[config.mk]
export PLATFORM = sky130hd
export DESIGN_NAME = flash_seq_flat
export DESIGN_NICKNAME = d
export VERILOG_FILES = /design/src/rtl/flash_seq_if.sv /design/src/rtl/flash_seq.sv /design/src/flat_wrapper.sv
export SDC_FILE = /design/constraint.sdc
export NUM_CORES = 1
export LEC_CHECK = 0
export CORE_MARGIN = 2
export CORE_UTILIZATION = 40
export DETAILED_ROUTE_END_ITERATION = 6
export PLACE_DENSITY = 0.72
export SKIP_CTS_REPAIR_TIMING = 1
export SLEW_MARGIN = 20
export SYNTH_ARGS = -nofsm -noshare
export SYNTH_HDL_FRONTEND = slang
export SYNTH_SLANG_ARGS = --single-unit
[constraint.sdc]
create_clock -name clk -period 2.7 [get_ports clk]
set_clock_uncertainty 0.05 [all_clocks]
set_input_delay 0.54 -clock clk [delete_from_list [all_inputs] [get_ports clk]]
set_output_delay 0.54 -clock clk [all_outputs]
set_load 0.005 [all_outputs]
[src/rtl/flash_seq_if.sv]
// Request, stream and SPI-flash-wrapper signals of the flash_seq byte-burst sequencer.
// The slave modport is the sequencer's view; the master modport is the environment's view.
interface flash_seq_if #(
  parameter int unsigned LEN_W = 10
) ();
  logic             req_valid;
  logic             req_ready;
  logic             req_op;
  logic [23:0]      req_addr;
  logic [LEN_W-1:0] req_len;
  logic [7:0]       wr_data;
  logic             wr_valid;
  logic             wr_ready;
  logic [7:0]       rd_data;
  logic             rd_valid;
  logic             rd_ready;
  logic             done;
  logic             err;
  logic             fls_start_n;
  logic [2:0]       fls_mod_sel;
  logic [23:0]      fls_addr;
  logic [7:0]       fls_write;
  logic [7:0]       fls_read;
  logic             fls_busy;

  modport slave (
    input  req_valid, req_op, req_addr, req_len, wr_data, wr_valid, rd_ready, fls_read, fls_busy,
    output req_ready, wr_ready, rd_data, rd_valid, done, err,
           fls_start_n, fls_mod_sel, fls_addr, fls_write
  );

  modport master (
    output req_valid, req_op, req_addr, req_len, wr_data, wr_valid, rd_ready, fls_read, fls_busy,
    input  req_ready, wr_ready, rd_data, rd_valid, done, err,
           fls_start_n, fls_mod_sel, fls_addr, fls_write
  );
endinterface

[src/rtl/flash_seq.sv]
// Byte-burst sequencer in front of the SPI flash wrapper: one start pulse per byte operation,
// reads streamed out on rd_*, program bytes taken on wr_* and committed via WREN -> PROG -> RDSR polling.
module flash_seq #(
  parameter int unsigned LEN_W    = 10,
  parameter int unsigned BUSY_TO  = 16,
  parameter int unsigned POLL_MAX = 4096
) (
  input  logic        clk,
  input  logic        rst_n,
  flash_seq_if.slave  bus
);

  localparam logic [2:0] MOD_READ = 3'd0;
  localparam logic [2:0] MOD_WREN = 3'd1;
  localparam logic [2:0] MOD_PROG = 3'd2;
  localparam logic [2:0] MOD_RDSR = 3'd3;

  localparam int unsigned TMR_W  = $clog2(BUSY_TO + 1);
  localparam int unsigned POLL_W = $clog2(POLL_MAX + 1);

  localparam logic [2:0] S_IDLE    = 3'd0;
  localparam logic [2:0] S_GET_WR  = 3'd1;
  localparam logic [2:0] S_ISSUE   = 3'd2;
  localparam logic [2:0] S_WAIT_HI = 3'd3;
  localparam logic [2:0] S_WAIT_LO = 3'd4;
  localparam logic [2:0] S_EVAL    = 3'd5;
  localparam logic [2:0] S_RD_OUT  = 3'd6;
  localparam logic [2:0] S_NEXT    = 3'd7;

  localparam logic [1:0] PH_WREN = 2'd0;
  localparam logic [1:0] PH_PROG = 2'd1;
  localparam logic [1:0] PH_RDSR = 2'd2;

  logic [2:0]        r_state;
  logic              r_op;
  logic [23:0]       r_cur_addr;
  logic [LEN_W-1:0]  r_cnt;
  logic [1:0]        r_phase;
  logic [7:0]        r_wbyte;
  logic [TMR_W-1:0]  r_timer;
  logic              r_seen_lo;
  logic [POLL_W-1:0] r_polls;
  logic              r_req_ready;
  logic              r_wr_ready;
  logic              r_rd_valid;
  logic [7:0]        r_rd_data;
  logic              r_done;
  logic              r_err;
  logic              r_fls_start_n;
  logic [2:0]        r_fls_mod_sel;
  logic [23:0]       r_fls_addr;
  logic [7:0]        r_fls_write;

  logic [2:0]        w_state_nxt;
  logic              w_op_nxt;
  logic [23:0]       w_cur_addr_nxt;
  logic [LEN_W-1:0]  w_cnt_nxt;
  logic [1:0]        w_phase_nxt;
  logic [7:0]        w_wbyte_nxt;
  logic [TMR_W-1:0]  w_timer_nxt;
  logic              w_seen_lo_nxt;
  logic [POLL_W-1:0] w_polls_nxt;
  logic              w_req_ready_nxt;
  logic              w_wr_ready_nxt;
  logic              w_rd_valid_nxt;
  logic [7:0]        w_rd_data_nxt;
  logic              w_done_nxt;
  logic              w_err_nxt;
  logic              w_start_n_nxt;
  logic [2:0]        w_mod_sel_nxt;
  logic [23:0]       w_fls_addr_nxt;
  logic [7:0]        w_fls_write_nxt;
  logic              w_accept;

  assign w_accept = bus.req_valid & r_req_ready & (r_state == S_IDLE);

  // Next-state and next-output logic; every registered output is computed here.
  always_comb begin
    w_state_nxt     = r_state;
    w_op_nxt        = r_op;
    w_cur_addr_nxt  = r_cur_addr;
    w_cnt_nxt       = r_cnt;
    w_phase_nxt     = r_phase;
    w_wbyte_nxt     = r_wbyte;
    w_timer_nxt     = r_timer;
    w_seen_lo_nxt   = r_seen_lo;
    w_polls_nxt     = r_polls;
    w_rd_valid_nxt  = r_rd_valid;
    w_rd_data_nxt   = r_rd_data;
    w_done_nxt      = 1'b0;
    w_err_nxt       = r_err;
    w_mod_sel_nxt   = r_fls_mod_sel;
    w_fls_addr_nxt  = r_fls_addr;
    w_fls_write_nxt = r_fls_write;

    case (r_state)
      S_IDLE: begin
        if (w_accept) begin
          w_op_nxt       = bus.req_op;
          w_cur_addr_nxt = bus.req_addr;
          w_cnt_nxt      = bus.req_len;
          w_err_nxt      = 1'b0;
          if (bus.req_len == '0) begin
            w_done_nxt = 1'b1;
          end else if (bus.req_op) begin
            w_state_nxt = S_GET_WR;
          end else begin
            w_state_nxt = S_ISSUE;
          end
        end
      end
      S_GET_WR: begin
        if (bus.wr_valid && r_wr_ready) begin
          w_wbyte_nxt = bus.wr_data;
          w_phase_nxt = PH_WREN;
          w_state_nxt = S_ISSUE;
        end
      end
      S_ISSUE: begin
        // A busy line already high here is stale; the rise only counts after a low sample.
        w_state_nxt   = S_WAIT_HI;
        w_timer_nxt   = '0;
        w_seen_lo_nxt = ~bus.fls_busy;
      end
      S_WAIT_HI: begin
        if (bus.fls_busy && r_seen_lo) begin
          w_state_nxt = S_WAIT_LO;
        end else if (r_timer == TMR_W'(BUSY_TO - 1)) begin
          w_state_nxt = S_IDLE;
          w_err_nxt   = 1'b1;
          w_done_nxt  = 1'b1;
        end else begin
          w_timer_nxt = r_timer + TMR_W'(1);
          if (!bus.fls_busy) w_seen_lo_nxt = 1'b1;
        end
      end
      S_WAIT_LO: begin
        if (!bus.fls_busy) w_state_nxt = S_EVAL;
      end
      S_EVAL: begin
        if (!r_op) begin
          w_rd_data_nxt  = bus.fls_read;
          w_rd_valid_nxt = 1'b1;
          w_state_nxt    = S_RD_OUT;
        end else begin
          case (r_phase)
            PH_WREN: begin
              w_phase_nxt = PH_PROG;
              w_state_nxt = S_ISSUE;
            end
            PH_PROG: begin
              w_phase_nxt = PH_RDSR;
              w_polls_nxt = POLL_W'(1);
              w_state_nxt = S_ISSUE;
            end
            default: begin
              if (!bus.fls_read[0]) begin
                w_state_nxt = S_NEXT;
              end else if (r_polls == POLL_W'(POLL_MAX)) begin
                w_state_nxt = S_IDLE;
                w_err_nxt   = 1'b1;
                w_done_nxt  = 1'b1;
              end else begin
                w_polls_nxt = r_polls + POLL_W'(1);
                w_state_nxt = S_ISSUE;
              end
            end
          endcase
        end
      end
      S_RD_OUT: begin
        if (bus.rd_ready) begin
          w_rd_valid_nxt = 1'b0;
          w_state_nxt    = S_NEXT;
        end
      end
      S_NEXT: begin
        w_cur_addr_nxt = r_cur_addr + 24'd1;
        w_cnt_nxt      = r_cnt - LEN_W'(1);
        if (r_cnt == LEN_W'(1)) begin
          w_done_nxt  = 1'b1;
          w_state_nxt = S_IDLE;
        end else if (r_op) begin
          w_state_nxt = S_GET_WR;
        end else begin
          w_state_nxt = S_ISSUE;
        end
      end
      default: w_state_nxt = S_IDLE;
    endcase

    w_req_ready_nxt = (w_state_nxt == S_IDLE) && !w_accept && !bus.fls_busy;
    w_wr_ready_nxt  = (w_state_nxt == S_GET_WR);
    w_start_n_nxt   = (w_state_nxt != S_ISSUE);

    // Wrapper inputs only change together with a start pulse, so they hold for the whole op.
    if (w_state_nxt == S_ISSUE) begin
      w_fls_addr_nxt  = w_cur_addr_nxt;
      w_fls_write_nxt = w_wbyte_nxt;
      if (!w_op_nxt) begin
        w_mod_sel_nxt = MOD_READ;
      end else begin
        case (w_phase_nxt)
          PH_WREN: w_mod_sel_nxt = MOD_WREN;
          PH_PROG: w_mod_sel_nxt = MOD_PROG;
          default: w_mod_sel_nxt = MOD_RDSR;
        endcase
      end
    end
  end

  always_ff @(posedge clk or negedge rst_n) begin
    if (!rst_n) begin
      r_state       <= S_IDLE;
      r_op          <= 1'b0;
      r_cur_addr    <= '0;
      r_cnt         <= '0;
      r_phase       <= PH_WREN;
      r_wbyte       <= '0;
      r_timer       <= '0;
      r_seen_lo     <= 1'b0;
      r_polls       <= '0;
      r_req_ready   <= 1'b0;
      r_wr_ready    <= 1'b0;
      r_rd_valid    <= 1'b0;
      r_rd_data     <= '0;
      r_done        <= 1'b0;
      r_err         <= 1'b0;
      r_fls_start_n <= 1'b1;
      r_fls_mod_sel <= '0;
      r_fls_addr    <= '0;
      r_fls_write   <= '0;
    end else begin
      r_state       <= w_state_nxt;
      r_op          <= w_op_nxt;
      r_cur_addr    <= w_cur_addr_nxt;
      r_cnt         <= w_cnt_nxt;
      r_phase       <= w_phase_nxt;
      r_wbyte       <= w_wbyte_nxt;
      r_timer       <= w_timer_nxt;
      r_seen_lo     <= w_seen_lo_nxt;
      r_polls       <= w_polls_nxt;
      r_req_ready   <= w_req_ready_nxt;
      r_wr_ready    <= w_wr_ready_nxt;
      r_rd_valid    <= w_rd_valid_nxt;
      r_rd_data     <= w_rd_data_nxt;
      r_done        <= w_done_nxt;
      r_err         <= w_err_nxt;
      r_fls_start_n <= w_start_n_nxt;
      r_fls_mod_sel <= w_mod_sel_nxt;
      r_fls_addr    <= w_fls_addr_nxt;
      r_fls_write   <= w_fls_write_nxt;
    end
  end

  assign bus.req_ready   = r_req_ready;
  assign bus.wr_ready    = r_wr_ready;
  assign bus.rd_valid    = r_rd_valid;
  assign bus.rd_data     = r_rd_data;
  assign bus.done        = r_done;
  assign bus.err         = r_err;
  assign bus.fls_start_n = r_fls_start_n;
  assign bus.fls_mod_sel = r_fls_mod_sel;
  assign bus.fls_addr    = r_fls_addr;
  assign bus.fls_write   = r_fls_write;

endmodule

[src/flat_wrapper.sv]
// flat-port wrapper written by rule: the top's interface ports become plain ports
module flash_seq_flat 
#(
  parameter int unsigned LEN_W    = 10,
  parameter int unsigned BUSY_TO  = 16,
  parameter int unsigned POLL_MAX = 4096
)
  (clk, rst_n, bus_req_valid, bus_req_op, bus_req_addr, bus_req_len, bus_wr_data, bus_wr_valid, bus_rd_ready, bus_fls_read, bus_fls_busy, bus_req_ready, bus_wr_ready, bus_rd_data, bus_rd_valid, bus_done, bus_err, bus_fls_start_n, bus_fls_mod_sel, bus_fls_addr, bus_fls_write);
  flash_seq_if #(.LEN_W(LEN_W)) bus_i ();
  input  logic clk;
  input  logic rst_n;
  input wire logic [$bits(bus_i.req_valid)-1:0] bus_req_valid;
  input wire logic [$bits(bus_i.req_op)-1:0] bus_req_op;
  input wire logic [$bits(bus_i.req_addr)-1:0] bus_req_addr;
  input wire logic [$bits(bus_i.req_len)-1:0] bus_req_len;
  input wire logic [$bits(bus_i.wr_data)-1:0] bus_wr_data;
  input wire logic [$bits(bus_i.wr_valid)-1:0] bus_wr_valid;
  input wire logic [$bits(bus_i.rd_ready)-1:0] bus_rd_ready;
  input wire logic [$bits(bus_i.fls_read)-1:0] bus_fls_read;
  input wire logic [$bits(bus_i.fls_busy)-1:0] bus_fls_busy;
  output wire logic [$bits(bus_i.req_ready)-1:0] bus_req_ready;
  output wire logic [$bits(bus_i.wr_ready)-1:0] bus_wr_ready;
  output wire logic [$bits(bus_i.rd_data)-1:0] bus_rd_data;
  output wire logic [$bits(bus_i.rd_valid)-1:0] bus_rd_valid;
  output wire logic [$bits(bus_i.done)-1:0] bus_done;
  output wire logic [$bits(bus_i.err)-1:0] bus_err;
  output wire logic [$bits(bus_i.fls_start_n)-1:0] bus_fls_start_n;
  output wire logic [$bits(bus_i.fls_mod_sel)-1:0] bus_fls_mod_sel;
  output wire logic [$bits(bus_i.fls_addr)-1:0] bus_fls_addr;
  output wire logic [$bits(bus_i.fls_write)-1:0] bus_fls_write;
  assign bus_i.req_valid = bus_req_valid;
  assign bus_i.req_op = bus_req_op;
  assign bus_i.req_addr = bus_req_addr;
  assign bus_i.req_len = bus_req_len;
  assign bus_i.wr_data = bus_wr_data;
  assign bus_i.wr_valid = bus_wr_valid;
  assign bus_i.rd_ready = bus_rd_ready;
  assign bus_i.fls_read = bus_fls_read;
  assign bus_i.fls_busy = bus_fls_busy;
  assign bus_req_ready = bus_i.req_ready;
  assign bus_wr_ready = bus_i.wr_ready;
  assign bus_rd_data = bus_i.rd_data;
  assign bus_rd_valid = bus_i.rd_valid;
  assign bus_done = bus_i.done;
  assign bus_err = bus_i.err;
  assign bus_fls_start_n = bus_i.fls_start_n;
  assign bus_fls_mod_sel = bus_i.fls_mod_sel;
  assign bus_fls_addr = bus_i.fls_addr;
  assign bus_fls_write = bus_i.fls_write;
  flash_seq #(.LEN_W(LEN_W), .BUSY_TO(BUSY_TO), .POLL_MAX(POLL_MAX)) u_core (.clk(clk), .rst_n(rst_n), .bus(bus_i));
endmodule
# Yosys cells after proc, flatten, opt, wreduce, memory -nomap -nowiden
# Index checks and enable logic that the tools add are counted.
totals:
  elab_cells: 139
  regBits: 116
  input_bits: 57
op_classes:
  n_addsub: 4
  mux: 60
  n_reduce_logical: 24
  eq_ne: 27
  bitwise_logic: 5
ops:
  columns: ["op", "n"]
  rows:
  - ["$pmux W24 S2", 1]
  - ["$mux W3", 12]
  - ["$mux W13", 2]
  - ["$pmux W13 S2", 1]
  - ["$add A24 B1 Y24 const B", 1]
  - ["$mux W24", 1]
  - ["$pmux W3 S8", 1]
  - ["$mux W1", 23]
  - ["$pmux W10 S2", 1]
  - ["$mux W8", 2]
  - ["$ne A2 B2 Y1 const B", 8]
  - ["$add A13 B1 Y13 const B", 1]
  - ["$eq A13 B13 Y1 const B", 1]
  - ["$eq A3 B3 Y1 const B", 4]
  - ["$pmux W2 S2", 3]
  - ["$eq A10 B1 Y1 const B", 1]
  - ["$logic_not A10 Y1", 1]
  - ["$mux W10", 1]
  - ["$mux W2", 5]
  - ["$mux W5", 2]
  - ["$pmux W5 S2", 1]
  - ["$sub A10 B1 Y10 const B", 1]
  - ["$eq A3 B2 Y1 const B", 3]
  - ["$ne A2 B1 Y1 const B", 4]
  - ["other kinds (22)", 39]

# Depth between registers and ports, before layout
depth:
  depth_word: 9
  ltp_mapped: 11

# Worst setup path after synthesis
# No wires, ideal clock.
synth_timing:
  path_type: "register to register"
  start: "register u_core.r_cnt[1]"
  end: "register u_core.r_fls_addr[18], in the netlist u_core.bus.fls_addr[18]"
  synth_period_minus_slack_ns: 2.515
  setup_ns: 0.127
  path_stages_with_launch: 10
  arrival_ns: 2.337
  setup_slack_ns: 0.185
  cell_sequence: "dfrtp_1 -> inv_1 -> ha_1 -> or4b_4 -> o41ai_4 -> o2111ai_1 -> a311oi_1 -> buf_4 -> buf_6 -> mux2_1"
synth_between:
  elab_chain_len: 4
synth_lines:
  columns: ["item", "line", "text"]
  rows:
  - ["from (decl)", "flash_seq.sv:37", "logic [LEN_W-1:0] r_cnt;"]
  - ["from (signal assigned)", "flash_seq.sv:237", "r_cnt <= w_cnt_nxt;"]
  - ["$eq A10 B1 Y1", "flash_seq.sv:180", "if (r_cnt == LEN_W'(1)) begin"]
  - ["$mux W3", "flash_seq.sv:180", null]
  - ["$pmux W3 S8", "flash_seq.sv:96", "case (r_state)"]
  - ["$eq A3 B2 Y1", "flash_seq.sv:197", "if (w_state_nxt == S_ISSUE) begin"]
  - ["to (signal assigned)", "flash_seq.sv:251", "r_fls_addr <= w_fls_addr_nxt;"]
  - ["to (decl)", "flash_seq.sv:51", "logic [23:0] r_fls_addr;"]
# No other way between the ends.
# A chain may end at the register's enable or synchronous reset.

# Final worst setup path
layout_timing:
  start: "register u_core.r_cnt[1]"
  end: "register u_core.r_fls_addr[22], in the netlist u_core.bus.fls_addr[22]"
# Same word-level chain as after synthesis.

==> impl_metrics.yaml <==
placed_design:
  place.detailed.hpwl_mm: 9.883
  placed_cell_area_um2: 7041
  gp_congestion: 0.9271
  port_buffers: 104
power_and_ir_drop:
  netSwitchingPower_uw: 2868
  power_leakage_uw: 0.003266
  p_sw_frac: 0.3345
  power.share.sequential: 0.356
  pwr-share-clk: 0.233
  internal_power_uw: 5707
  pwr_density_cell_nw_per_um2: 1119
  ir_drop_uv: 509.3
  comb_power_share: 0.410
critical_path:
  worst_path_dominant_cell_family: "compound AO/OA/AOI/OAI gates"
  crit_path_cells: "inv_2 -> ha_1 -> or4b_4 -> o41ai_4 -> o2111ai_2 -> a311oi_4 -> buf_6 -> clkbuf_16 -> mux2_1"
  stage_delay_of_the_slowest_cell_on_the_critical_path_ps: 480
  worstSetupEndpointType: "flip-flop"
  critical_path_class: "reg2reg"
  worstReg2RegStart: "u_core.r_cnt[1]"
  worstPathArrival_ps: 2890
  rrSetupSlack_ps: 50
  worst_setup_path_start_kind: "flip-flop"
  path_buf_inv: 3
  crit_start: "u_core.r_cnt[1]"
  critical-path-slowest-cell: "or4b_4"
  critPathMaxFanout: 9
  required_time_of_the_critical_path_ps: 2950
floorplanning:
  design.portCount: 106
  core_area_um2: 13770
  die_area_um2: 14960
  die_span_in_x_um: 122.3
  chipHeight_um: 122.3
  starting_density_of_the_core: 0.4066
  number_of_placement_rows: 43
cells_and_area:
  drive_above_1_share: 0.1613
  antenna_cells_inserted: 0
  finish.instance_area_um2: 7666
  area_growth_syn_to_layout_pct: 36.89
  final_nets: 741
timing:
  drv_slew: 0
  timing_worst_slew_pin_value_ps: 636.0
  timing_hold_violations_final: 0
  layout_min_cycle_time_ps: 2648
  clock.fmax_mhz: 377.7
  setup_repair_after_global_routing_missed_its_margin: "no"
  max-slew-margin-rel: 0.5760
  worst_hold_slack_ps: 98.56
  final-setup-viol-count: 0
  layout_worst_path_cycle_share: 0.9807
synth:
  yosys_warnings: 0
  synth.yosys.seq_area_share: 0.5141
  ys_seq_elements: 115
  syn-num-nets: 604
  synth-edff-count: 0
  yosys.cell_types.count: 62
  syn_area_um2: 5600
  synth.avg_cell_area_um2: 10.41
  netlist_instances: 538
  synthFlopType: "dfrtp_1"
  postSynth.asyncResetShare: 1.000
detailed_routing:
  drt_first_pass_iters: 5
  routedWlPerCell_um: 16.70
  initialDrtViolationCount: 334
  num_vias: 4772
  antenna_left: 0
  detail_route.vias_per_cell: 5.498
  drt_wl_total_mm: 14.50
  detail_route.drc_violations: 0
grt:
  track_usage: 0.1989
  grt_start_max_net_pins: 49
  grt_remaining_overflow: 0
  first_global_vias: 4867
  grt_pass1_wl_mm: 23.18
  grt_antenna_before_repair: 0
cts:
  cts.root.buffer_cell: "clkbuf_16"
  cts.sink_count: 115
  clk_pin_slew_worst_paths_ps: 50
  clock_tree_from_tritoncts: "done"
  htree_num_levels: 4
  cts_made_buffers: 17
  worstSkewPairLatency_ps: 420
  clock_path_buffers: 2
flow_run:
  maxCapViolCount: 0
hold_path:
  hp-class: "in2async"
outcome:
  result_of_the_run: "finished, final reports clean"
## metal layers
metal | vias to the layer above | wire length, um | GRT usage
met5 | - | 0 | 0
met4 | 0 | 364 | 0.07615
met3 | 33 | 967 | 0.05809
met2 | 177 | 6989 | 0.3267
met1 | 2301 | 6176 | 0.2478
li1 | 2261 | - | -
## power groups by stage
stage	clock network, uW	registers, uW	logic (uW)
after detailed placement	0	3050	3220
final	2000	3060	3520
after floorplan	0	2950	1900
after CTS	2030	3040	3240
after global routing	2120	3150	3850
after global placement	0	3010	3110
## stage by stage
stage	setup slack (ps)	utilization	std cells	setup TNS, ps	power [uW]
after floorplan	185.1	-	538	0	4852
after global placement	-149.3	0.5112	831	-4444	6125
after detailed placement	-210.6	0.5112	831	-6355	6264
after CTS	-7.186	0.5495	863	-26.58	8306
after global routing	0.01577	0.5566	868	0	9121
final	52.08	0.5566	868	0	8576
## cells in the final DEF (no fill, tap or decap), types with 6 or more instances in the layout
cell type / n
dfrtp_1: 114
clkdlybuf4s50_1: 103
nand2_1: 64
nor2_1: 36
nand3_1: 35
mux2_2: 34
buf_4: 30
o21ai_0: 27
clkbuf_16: 19
o211ai_1: 16
nor3_1: 15
inv_1: 15
mux2_1: 14
a21oi_1: 13
nand4_1: 12
nor4_1: 10
and3_1: 9
ha_1: 8
nand2b_1: 6
a221o_1: 6
clkbuf_1: 6
## final timing paths
| kind | endpoint | cells after the start |
|---|---|---|
| max | u_core.bus.fls_addr[22] | 9 |
| min | u_core.bus.rd_data[0] | 1 |
| max reg2reg | u_core.bus.fls_addr[22] | 9 |
| min reg2reg | u_core.bus.fls_write[0] | 1 |
| max in group asynchronous | u_core.r_cnt[7] | 2 |
| min in group clk | u_core.bus.fls_write[0] | 1 |
## synthesized netlist by cell type (3+ instances only)
cell type  instances  share of area
a211o_1            5         0.0078
a211oi_1           4         0.0054
a21o_1             3         0.0040
a21oi_1           14          0.013
a221o_1            6          0.011
a31oi_1            4         0.0045
and3_1             9          0.010
buf_2              5         0.0045
clkbuf_1          11         0.0074
dfrtp_1          114           0.51
ha_1               9          0.020
inv_1             16          0.011
mux2_1            14          0.028
mux2_2            34          0.068
mux2i_1            4         0.0071
nand2_1           64          0.043
nand2b_1           6         0.0067
nand3_1           35          0.031
nand4_1           12          0.013
nor2_1            36          0.024
nor2b_1            3         0.0034
nor3_1            16          0.014
nor3b_1            3         0.0040
nor4_1            10          0.011
o211ai_1          16          0.021
o21ai_0           28          0.025
o311ai_0           5         0.0078
or3_1              4         0.0045
or4_1              3         0.0040
xor2_1             3         0.0047
## final cells by class
type                            instances  area [um2]
Multi-Input combinational cell        385        2585
Fill cell                            1197        6107
Clock inverter                          5       25.02
Clock buffer                           27       503.0
Sequential cell                       115        2879
Inverter                               16       60.06
Timing Repair Buffer                  140        1389
Tap cell                              180       225.2
## state kept, by name (all words and copies together), names as in the netlist, 3 cells and up
register and count:
u_core.r_timer 5, u_core.bus.fls_addr 24, u_core.r_wbyte 8, u_core.r_cur_addr 24, u_core.bus.fls_write 8, u_core.r_cnt 10
u_core.r_state 3, u_core.r_polls 13, u_core.bus.rd_data 8
## logic make-up (layout without fill, tap and decap cells)
| group | count (synthesis) | after routing | share of synthesized area |
|---|---|---|---|
| adders and majority gates | 9 | 9 | 0.02011 |
| other | 1 | 1 | 0.0006696 |
| AOI/OAI and AO/OA | 105 | 105 | 0.1343 |
| DFF | 115 | 115 | 0.5141 |
| buffers and inverters | 38 | 188 | 0.03061 |
| muxes | 52 | 52 | 0.1037 |
| xor gates and xnor gates | 5 | 5 | 0.007821 |
| and+or+nand+nor | 213 | 213 | 0.1888 |
Note: power is estimated with default switching activity, not from simulation.
